## config.mk

```make
export PLATFORM = sky130hd
export DESIGN_NAME = trig_prescale_gate_flat
export DESIGN_NICKNAME = d
export VERILOG_FILES = /design/src/rtl/trig_prescale_gate_pkg.sv /design/src/rtl/trig_prescale_gate_if.sv /design/src/rtl/trig_prescale_gate_prescaler.sv /design/src/rtl/trig_prescale_gate.sv /design/src/flat_wrapper.sv
export SDC_FILE = /design/constraint.sdc
export NUM_CORES = 1
export LEC_CHECK = 0
export CAP_MARGIN = 20
export CORE_ASPECT_RATIO = 0.9
export CORE_MARGIN = 2
export CORE_UTILIZATION = 45
export DETAILED_ROUTE_END_ITERATION = 16
export PLACE_DENSITY_LB_ADDON = 0.2
export SLEW_MARGIN = 20
export SYNTH_ARGS = -nofsm -noshare
export SYNTH_HDL_FRONTEND = slang
export SYNTH_SLANG_ARGS = --single-unit
```

## constraint.sdc

```tcl
create_clock -name clk -period 6.01 [get_ports clk]
set_input_delay 1.202 -clock clk [delete_from_list [all_inputs] [get_ports clk]]
set_output_delay 1.202 -clock clk [all_outputs]
set_load 0.005 [all_outputs]
```

## src/rtl/trig_prescale_gate_pkg.sv

```systemverilog
// Shared types and default widths for the trigger prescale/gate block.
package trig_gate_pkg;

   localparam int NSRC_DEF    = 9;
   localparam int PS_W_DEF    = 8;
   localparam int DEAD_W_DEF  = 8;
   localparam int OUT_LEN_DEF = 4;
   localparam int CNT_W_DEF   = 32;

   typedef enum logic [1:0] {
      IDLE  = 2'd0,
      PULSE = 2'd1,
      DEAD  = 2'd2
   } gate_state_e;

endpackage

```

## src/rtl/trig_prescale_gate_if.sv

```systemverilog
// Configuration, trigger input and DAQ output bundle of the trigger gate.
// Handshake: none; all signals are levels sampled on every rising clk edge.
interface trig_prescale_gate_if #(
   parameter int NSRC   = trig_gate_pkg::NSRC_DEF,
   parameter int PS_W   = trig_gate_pkg::PS_W_DEF,
   parameter int DEAD_W = trig_gate_pkg::DEAD_W_DEF,
   parameter int CNT_W  = trig_gate_pkg::CNT_W_DEF
);
   import trig_gate_pkg::*;

   logic [NSRC-1:0]      trig_in;
   logic [NSRC-1:0]      src_enable;
   logic [NSRC*PS_W-1:0] prescale;
   logic [DEAD_W-1:0]    dead_cycles;
   logic                 busy_ext;
   logic                 cnt_clear;
   logic                 trig_out;
   logic [NSRC-1:0]      trig_src;
   logic                 gate_busy;
   logic [CNT_W-1:0]     accept_cnt;
   logic [CNT_W-1:0]     veto_cnt;
   gate_state_e          state;

   modport master (
      output trig_in, src_enable, prescale, dead_cycles, busy_ext, cnt_clear,
      input  trig_out, trig_src, gate_busy, accept_cnt, veto_cnt, state
   );

   modport slave (
      input  trig_in, src_enable, prescale, dead_cycles, busy_ext, cnt_clear,
      output trig_out, trig_src, gate_busy, accept_cnt, veto_cnt, state
   );

endinterface

```

## src/rtl/trig_prescale_gate_prescaler.sv

```systemverilog
// One trigger source: two-stage input register, rising-edge detect,
// enable mask and an every-(P+1)th-edge prescale counter.
module trig_prescaler #(
   parameter int PS_W = 8
) (
   input  logic            clk,
   input  logic            reset,
   input  logic            trig_i,
   input  logic            enable_i,
   input  logic [PS_W-1:0] prescale_i,
   output logic            fire_o
);

   logic            d1_q, d2_q;
   logic [PS_W-1:0] cnt_q, cnt_d;
   logic            rise;
   logic            at_limit;

   assign rise     = d1_q & ~d2_q;
   // >= rather than == so that lowering P mid-count fires on the next edge
   assign at_limit = (cnt_q >= prescale_i);
   assign fire_o   = enable_i & rise & at_limit;

   always_comb begin
      cnt_d = cnt_q;
      if (!enable_i) begin
         cnt_d = '0;
      end else if (rise) begin
         cnt_d = at_limit ? '0 : cnt_q + PS_W'(1);
      end
   end

   always_ff @(posedge clk) begin
      if (reset) begin
         d1_q  <= 1'b0;
         d2_q  <= 1'b0;
         cnt_q <= '0;
      end else begin
         d1_q  <= trig_i;
         d2_q  <= d1_q;
         cnt_q <= cnt_d;
      end
   end

endmodule

```

## src/rtl/trig_prescale_gate.sv

```systemverilog
// Trigger gate: ORs the prescaled source fires, emits a fixed-width DAQ
// pulse followed by a dead time, and keeps saturating accept/veto counts.
module trig_prescale_gate
   import trig_gate_pkg::*;
#(
   parameter int NSRC    = NSRC_DEF,
   parameter int PS_W    = PS_W_DEF,
   parameter int DEAD_W  = DEAD_W_DEF,
   parameter int OUT_LEN = OUT_LEN_DEF,
   parameter int CNT_W   = CNT_W_DEF
) (
   input logic                clk,
   input logic                reset,
   trig_prescale_gate_if.slave bus
);

   localparam int OL_W  = $clog2(OUT_LEN + 1);
   localparam int TMR_W = (DEAD_W > OL_W) ? DEAD_W : OL_W;
   localparam logic [TMR_W-1:0] PULSE_LAST = TMR_W'(OUT_LEN - 1);

   logic [NSRC-1:0]  fire;
   logic             any_fire;
   gate_state_e      state_q, state_d;
   logic [TMR_W-1:0] tmr_q, tmr_d;
   logic [NSRC-1:0]  src_q, src_d;
   logic [CNT_W-1:0] acc_q, acc_d, veto_q, veto_d;
   logic             can_accept, accept, veto;

   for (genvar i = 0; i < NSRC; i++) begin : g_src
      trig_prescaler #(.PS_W(PS_W)) u_ps (
         .clk        (clk),
         .reset      (reset),
         .trig_i     (bus.trig_in[i]),
         .enable_i   (bus.src_enable[i]),
         .prescale_i (bus.prescale[i*PS_W +: PS_W]),
         .fire_o     (fire[i])
      );
   end

   assign any_fire = |fire;

   // The last busy cycle may also accept, so back-to-back period is OUT_LEN+dead.
   always_comb begin
      state_d    = state_q;
      tmr_d      = tmr_q;
      src_d      = src_q;
      can_accept = 1'b0;
      case (state_q)
         IDLE: can_accept = ~bus.busy_ext;
         PULSE: begin
            if (tmr_q != '0) begin
               tmr_d = tmr_q - TMR_W'(1);
            end else if (bus.dead_cycles == '0) begin
               state_d    = IDLE;
               can_accept = ~bus.busy_ext;
            end else begin
               state_d = DEAD;
               tmr_d   = TMR_W'(bus.dead_cycles) - TMR_W'(1);
            end
         end
         DEAD: begin
            if (tmr_q != '0) begin
               tmr_d = tmr_q - TMR_W'(1);
            end else begin
               state_d    = IDLE;
               can_accept = ~bus.busy_ext;
            end
         end
         default: state_d = IDLE;
      endcase
      accept = any_fire & can_accept;
      veto   = any_fire & ~can_accept;
      if (accept) begin
         state_d = PULSE;
         tmr_d   = PULSE_LAST;
         src_d   = fire;
      end
      acc_d  = acc_q;
      veto_d = veto_q;
      if (bus.cnt_clear) begin
         acc_d  = '0;
         veto_d = '0;
      end else begin
         if (accept && !(&acc_q)) acc_d = acc_q + CNT_W'(1);
         if (veto && !(&veto_q))  veto_d = veto_q + CNT_W'(1);
      end
   end

   always_ff @(posedge clk) begin
      if (reset) begin
         state_q <= IDLE;
         tmr_q   <= '0;
         src_q   <= '0;
         acc_q   <= '0;
         veto_q  <= '0;
      end else begin
         state_q <= state_d;
         tmr_q   <= tmr_d;
         src_q   <= src_d;
         acc_q   <= acc_d;
         veto_q  <= veto_d;
      end
   end

   assign bus.trig_out   = (state_q == PULSE);
   assign bus.gate_busy  = (state_q != IDLE);
   assign bus.trig_src   = src_q;
   assign bus.accept_cnt = acc_q;
   assign bus.veto_cnt   = veto_q;
   assign bus.state      = state_q;

endmodule

```

## src/flat_wrapper.sv

```systemverilog
// flat-port wrapper written by rule: the top's interface ports become plain ports
module trig_prescale_gate_flat import trig_gate_pkg::*;
#(
   parameter int NSRC    = NSRC_DEF,
   parameter int PS_W    = PS_W_DEF,
   parameter int DEAD_W  = DEAD_W_DEF,
   parameter int OUT_LEN = OUT_LEN_DEF,
   parameter int CNT_W   = CNT_W_DEF
)
  (clk, reset, bus_trig_in, bus_src_enable, bus_prescale, bus_dead_cycles, bus_busy_ext, bus_cnt_clear, bus_trig_out, bus_trig_src, bus_gate_busy, bus_accept_cnt, bus_veto_cnt, bus_state);
  trig_prescale_gate_if #(.NSRC(NSRC), .PS_W(PS_W), .DEAD_W(DEAD_W), .CNT_W(CNT_W)) bus_i ();
  input logic clk;
  input logic reset;
  input wire logic [$bits(bus_i.trig_in)-1:0] bus_trig_in;
  input wire logic [$bits(bus_i.src_enable)-1:0] bus_src_enable;
  input wire logic [$bits(bus_i.prescale)-1:0] bus_prescale;
  input wire logic [$bits(bus_i.dead_cycles)-1:0] bus_dead_cycles;
  input wire logic [$bits(bus_i.busy_ext)-1:0] bus_busy_ext;
  input wire logic [$bits(bus_i.cnt_clear)-1:0] bus_cnt_clear;
  output wire logic [$bits(bus_i.trig_out)-1:0] bus_trig_out;
  output wire logic [$bits(bus_i.trig_src)-1:0] bus_trig_src;
  output wire logic [$bits(bus_i.gate_busy)-1:0] bus_gate_busy;
  output wire logic [$bits(bus_i.accept_cnt)-1:0] bus_accept_cnt;
  output wire logic [$bits(bus_i.veto_cnt)-1:0] bus_veto_cnt;
  output wire logic [$bits(bus_i.state)-1:0] bus_state;
  assign bus_i.trig_in = bus_trig_in;
  assign bus_i.src_enable = bus_src_enable;
  assign bus_i.prescale = bus_prescale;
  assign bus_i.dead_cycles = bus_dead_cycles;
  assign bus_i.busy_ext = bus_busy_ext;
  assign bus_i.cnt_clear = bus_cnt_clear;
  assign bus_trig_out = bus_i.trig_out;
  assign bus_trig_src = bus_i.trig_src;
  assign bus_gate_busy = bus_i.gate_busy;
  assign bus_accept_cnt = bus_i.accept_cnt;
  assign bus_veto_cnt = bus_i.veto_cnt;
  assign bus_state = bus_i.state;
  trig_prescale_gate #(.NSRC(NSRC), .PS_W(PS_W), .DEAD_W(DEAD_W), .OUT_LEN(OUT_LEN), .CNT_W(CNT_W)) u_core (.clk(clk), .reset(reset), .bus(bus_i));
endmodule
```

# --- Yosys cells after proc, flatten, opt, wreduce, memory -nomap -nowiden ---
# Cells that the tools add are included.
word_totals:
  reg_bits: 173
  wordCells: 168
  in_bits: 102
  out_inout_bits: 77
op_classes:
  n_bitwise: 50
  eq_ne: 11
  muxes: 23
  reduce_logical: 28
  add_sub_neg: 13
  magnitude_cmp: 9
ops:
  columns: ["cell", "n"]
  rows:
  - ["$mux 8", 12]
  - ["$add 8x1->8 const B", 9]
  - ["$ge 8x8->1", 9]
  - ["$add 32x1->32 const B", 2]
  - ["$reduce_and 32->1", 2]
  - ["$and 1x1->1", 29]
  - ["$reduce_or 2->1", 11]
  - ["$not 1->1", 21]
  - ["$pmux 8 s2", 1]
  - ["$sub 8x1->8 const B", 2]
  - ["$reduce_and 3->1", 4]
  - ["$reduce_or 9->1", 1]
  - ["$logic_not 8->1", 1]
  - ["$mux 2", 4]
  - ["$reduce_bool 8->1", 1]
  - ["$ne 3x2->1 const B", 2]
  - ["$pmux 2 s3", 1]
  - ["$mux 1", 4]
  - ["$ne 2x1->1 const B", 2]
  - ["$ne 2x2->1 const B", 2]
  - ["$ne 4x3->1 const B", 1]
  - ["$reduce_bool 2->1", 2]
  - ["$ne 3x1->1 const B", 1]
  - ["$ne 3x3->1 const B", 1]
  - ["7 further kinds", 9]

# --- Logic depth before layout (Yosys ltp) ---
logic_depth:
  depth_word: 8
  ltp_mapped: 12
  depth_no_buf: 10

# --- By module ---
# A second synthesis with hierarchy kept.
unflattened:
  hier_cells: 1172
  hier_area_um2: 10481.3
by_module_without_submodules:
  columns: ["mod", "area_each_um2", "seq_area_each_um2", "n_inst", "cells_each"]
  rows:
  - ["trig_prescaler", 678.2, 200.2, 9, 71]
  - ["trig_prescale_gate", 4377.9, 1661.6, 1, 533]

# --- Worst setup path before layout ---
# No wires, ideal clock.
synth_path:
  kind: "input-to-reg"
  startpoint: "input bus_prescale[22]"
  endpoint: "register u_core.acc_q[10] (netlist: u_core.bus.accept_cnt[10])"
  path_slack_ns: 2.330
  n_path_buf: 2
  setup_time_ns: 0.115
  arrival_time_ns: 3.565
  path_stages: 12
  t_required_ns: 5.895
  path_cell_list: "inv_1 > ha_1 > a21o_1 > a221o_1 > and3_1 > a21oi_1 > nand4_1 > nor2_1 > clkbuf_1 > clkbuf_1 > nor4_1 > o21a_1"
synth_via:
  elab_chain_len: 5
synth_lines:
  columns: ["element", "line_no", "text"]
  rows:
  - ["start, declared", "flat_wrapper.sv:16", "input wire logic [$bits(bus_i.prescale)-1:0] bus_prescale;"]
  - ["$ge 8x8->1", "trig_prescale_gate_prescaler.sv:21", "assign at_limit = (cnt_q >= prescale_i);"]
  - ["$and 1x1->1", "trig_prescale_gate_prescaler.sv:22", "assign fire_o = enable_i & rise & at_limit;"]
  - ["$reduce_or 9->1", "trig_prescale_gate.sv:40", "assign any_fire = |fire;"]
  - ["$and 1x1->1", "trig_prescale_gate.sv:71", "accept = any_fire & can_accept;"]
  - ["$logic_and 1x1->1", "trig_prescale_gate.sv:84", "if (accept && !(&acc_q)) acc_d = acc_q + CNT_W'(1);"]
  - ["end signal, assigned", "trig_prescale_gate.sv:94", "acc_q <= '0;"]
  - ["end signal, assigned", "trig_prescale_gate.sv:100", "acc_q <= acc_d;"]
  - ["end, declared", "trig_prescale_gate.sv:26", "logic [CNT_W-1:0] acc_q, acc_d, veto_q, veto_d;"]
# No other way between the ends.
# A chain may end at the register's enable or synchronous reset.

# --- Worst setup path in the final report ---
layout_path:
  startpoint: "input bus_prescale[48]"
  endpoint: "register u_core.src_q[3] (netlist: u_core.bus.trig_src[3])"
layout_via:
  elab_chain_len: 4
layout_lines:
  columns: ["element", "line_no", "text"]
  rows:
  - ["$ge 8x8->1", "trig_prescale_gate_prescaler.sv:21", null]
  - ["$and 1x1->1", "trig_prescale_gate_prescaler.sv:22", null]
  - ["$reduce_or 9->1", "trig_prescale_gate.sv:40", null]
  - ["$and 1x1->1", "trig_prescale_gate.sv:71", null]
  - ["end signal, assigned", "trig_prescale_gate.sv:99", "src_q <= src_d;"]
  - ["end, declared", "trig_prescale_gate.sv:25", "logic [NSRC-1:0] src_q, src_d;"]
# No other way between the ends.

==> metrics.txt <==
DR pass1 iterations=5; vias post-DR=8,801; GR Util All Layers=20.3%; Primary FF master, synth=dfxtp_1; CTS tree=yes; met2 wire length=10,700 µm; share of synthesized registers carrying an async set or reset=0%; buffer and inverter count on the worst path=2; Die H=144 µm; Final Hold Fails=0; sequential area share after synthesis=35.4%; Sw Share=23.3%; post-CTS setup buffer count=0; die area=22,900 µm²; number of global-route vias before repair=7,880; fin crit share=71.0%; Tightest Pin Transition=0.912 ns; Slowest-stage cell, CP=o21ai_2; post-DP HPWL=17,500 µm; Max Cap Viol=0; met1 wire length=11,500 µm; Post-synth EDFFs=0; Gate power share=7.5%; max incr delay on CP=0.59 ns; first-pass GRT wire length=38,500 µm; Vias/cell=5.42; H-Tree Level Count=4; Slew headroom=39.0%; Syn Nets=1,359; share of cells above drive strength 1=3.83%; Switching Power=0.000586 W; ant diodes=0; leading area contributor after synthesis=dfxtp_1; DR WL met3=1320 µm; clk sink count=173; setup TNS=0 ns; Worst-path clk slew=0.07 ns; WL final=23,700 µm; Starting DRT DRC Count=453; post-CTS sizing=0; die width=159 µm; fmax=234 MHz; worst hold path type=reg2reg; crit path cell chain=clkdlybuf4s50_1 -> ha_1 -> nand2b_1 -> a2111oi_0 -> o21ai_0 -> a22oi_1 -> nand4_1 -> o21ai_2 -> buf_4 -> or3_1 -> a21oi_1; Routed Antenna Nets=0; Critical Path End Type=flop; Max Slew Vio Count=0; Synth Warn #=0; post-synth cell types=57; Cell Pwr Density=203 nW/µm²; final core occ=57.7%; root buf cell=clkbuf_16; standard-cell rows=51; CTS buffer count=17; IO Pins=179; Worst Skew=0.0119 ns; Synth Instances=1,167; top cell type's share of synthesized area=35.4%; initial antenna violation count=1; Worst EP required=6.28 ns; FF-to-FF End=u_core.bus.trig_src[3]; RSZ-0062 raised after global routing=false; Placer Congestion=0.835; Worst VDD drop=0.179 mV; Core Footprint=21,500 µm²; top cells by count, synth=dfxtp_1 (173), nor2_1 (98), ha_1 (90); Syn-to-layout area delta=26.9%; Flop pwr share=46.1%; leak pwr=4.84 nW; R2R Path Start=u_core.g_src[6].u_ps.cnt_q[0]; CP top delay family=compound AO/OA/AOI/OAI gates; CTS Buffer Depth=2; min Tclk post-route=4.27 ns; Congestion Overflow GR=0; status=finished, final reports clean; Synth Register Bits=173; top routing layer in use=met4; residual DRC count=0; Power Internal=0.00193 W; Critical Path AT=4.53 ns; Avg Inst Size Synth=8.38 µm²; CP Launch Type=input pin; Crit Path Max Fanout=14; reg2reg path depth=11; most common cell in the synthesized netlist=dfxtp_1; Worst Hold End=u_core.g_src[5].u_ps.d2_q; cts hold-fix bufs=0; flop-to-flop setup slack=2.45 ns; largest net degree at the start of global routing=99; top cells by area, synth=dfxtp_1 (35%), ha_1 (12%), xor2_1 (4.7%); initial core utilization=45.5%; Post-layout nets=1,511; clock share of power=46.4%; Mapped Area=9780 µm²; Crit. Startpoint=bus_prescale[48]; Hold Path Depth=1; IO buf count=178; routed length per instance=14.6 µm; Min Hold Slack=0.457 ns; kind of critical path=in2reg; Worst-Skew Late Latency=0.42 ns; Min-Delay Startpoint=u_core.g_src[5].u_ps.d1_q; Final Setup Violations=0
## metrics by stage
stage                     cells  instance area, µm²  total power, W  setup slack [ns]
after global routing       1623               12400         0.00261              1.50
final                      1623               12400         0.00252              1.74
after global placement     1590               11800         0.00137              1.35
after detailed placement   1590               11800         0.00137              1.28
after CTS                  1622               12400         0.00254              1.73
after floorplan            1167                9780         0.00128              2.33
## worst reg2reg max path, delay by kind of cell, from the launching register on
kind | cells | cell delay (ns)
AO/OA/AOI/OAI | 5 | 1.74
buffers and inverters | 2 | 0.37
flip-flops | 1 | 0.44
AND/OR/NAND/NOR | 3 | 0.57
adder cells (fa/ha/maj) | 1 | 0.28
## layer usage
layer	up-vias	GRT usage, %
li1	4504	-
met1	4075	27.4
met2	206	33.6
met3	16	4.91
met4	0	3.73
met5	-	0
## layout make-up
class,count,area [µm²]
Clock buffer,19,443
Timing Repair Buffer,183,1840
Clock inverter,13,179
Inverter,83,312
Multi-Input combinational cell,861,5810
Tap cell,291,364
Sequential cell,173,3460
Fill cell,1982,9090
## kinds of logic after synthesis
family | count (synthesis) | share of synthesized area, %
compound gates | 224 | 14.3
xor+xnor | 71 | 6.36
fa+ha+maj | 90 | 11.5
buf+inv | 133 | 5.24
flops | 173 | 35.4
mux | 11 | 1.13
simple gates | 465 | 26.1
## how the worst max path moves through the flow
stage	to	slack (ns)	cells past startpoint
6_report	u_core.bus.trig_src[3]	1.74	11
5_1_grt	u_core.bus.veto_cnt[2]	1.50	12
4_1_cts	u_core.bus.accept_cnt[26]	1.73	12
3_5_place_dp	u_core.bus.accept_cnt[26]	1.28	12
3_3_place_gp	u_core.bus.accept_cnt[28]	1.35	12
2_1_floorplan	u_core.bus.accept_cnt[10]	2.33	12
## power by group through the flow
stage	Clock [W]	Sequential, W	Combinational (W)
6_report	0.00117	0.00116	0.000188
5_1_grt	0.00124	0.00116	0.000209
4_1_cts	0.00119	0.00116	0.000189
3_5_place_dp	0	0.00119	0.000187
3_3_place_gp	0	0.00119	0.000184
2_1_floorplan	0	0.00119	0.0000953
## placed cells by master (no fill, tap or decap), types with 29 or more instances in the layout
| master | n |
|---|---|
| xor2_1 | 52 |
| nor2_1 | 97 |
| inv_1 | 82 |
| dfxtp_1 | 173 |
| nand3_1 | 58 |
| o21ai_0 | 55 |
| or3_1 | 42 |
| clkdlybuf4s50_1 | 177 |
| nand2_1 | 56 |
| ha_1 | 90 |
| and3_1 | 38 |
| nor2b_1 | 29 |
| a21oi_1 | 77 |
| nand4_1 | 46 |
## registers in the layout, summed over array words and instances, names as in the netlist
register and flops:
u_core.bus.veto_cnt 32, u_core.tmr_q 8, u_core.bus.state 2, u_core.g_src.u_ps.cnt_q 72
u_core.bus.trig_src 9, u_core.g_src.u_ps.d1_q 9, u_core.g_src.u_ps.d2_q 9, u_core.bus.accept_cnt 32
(Power assumes the default switching activity.)
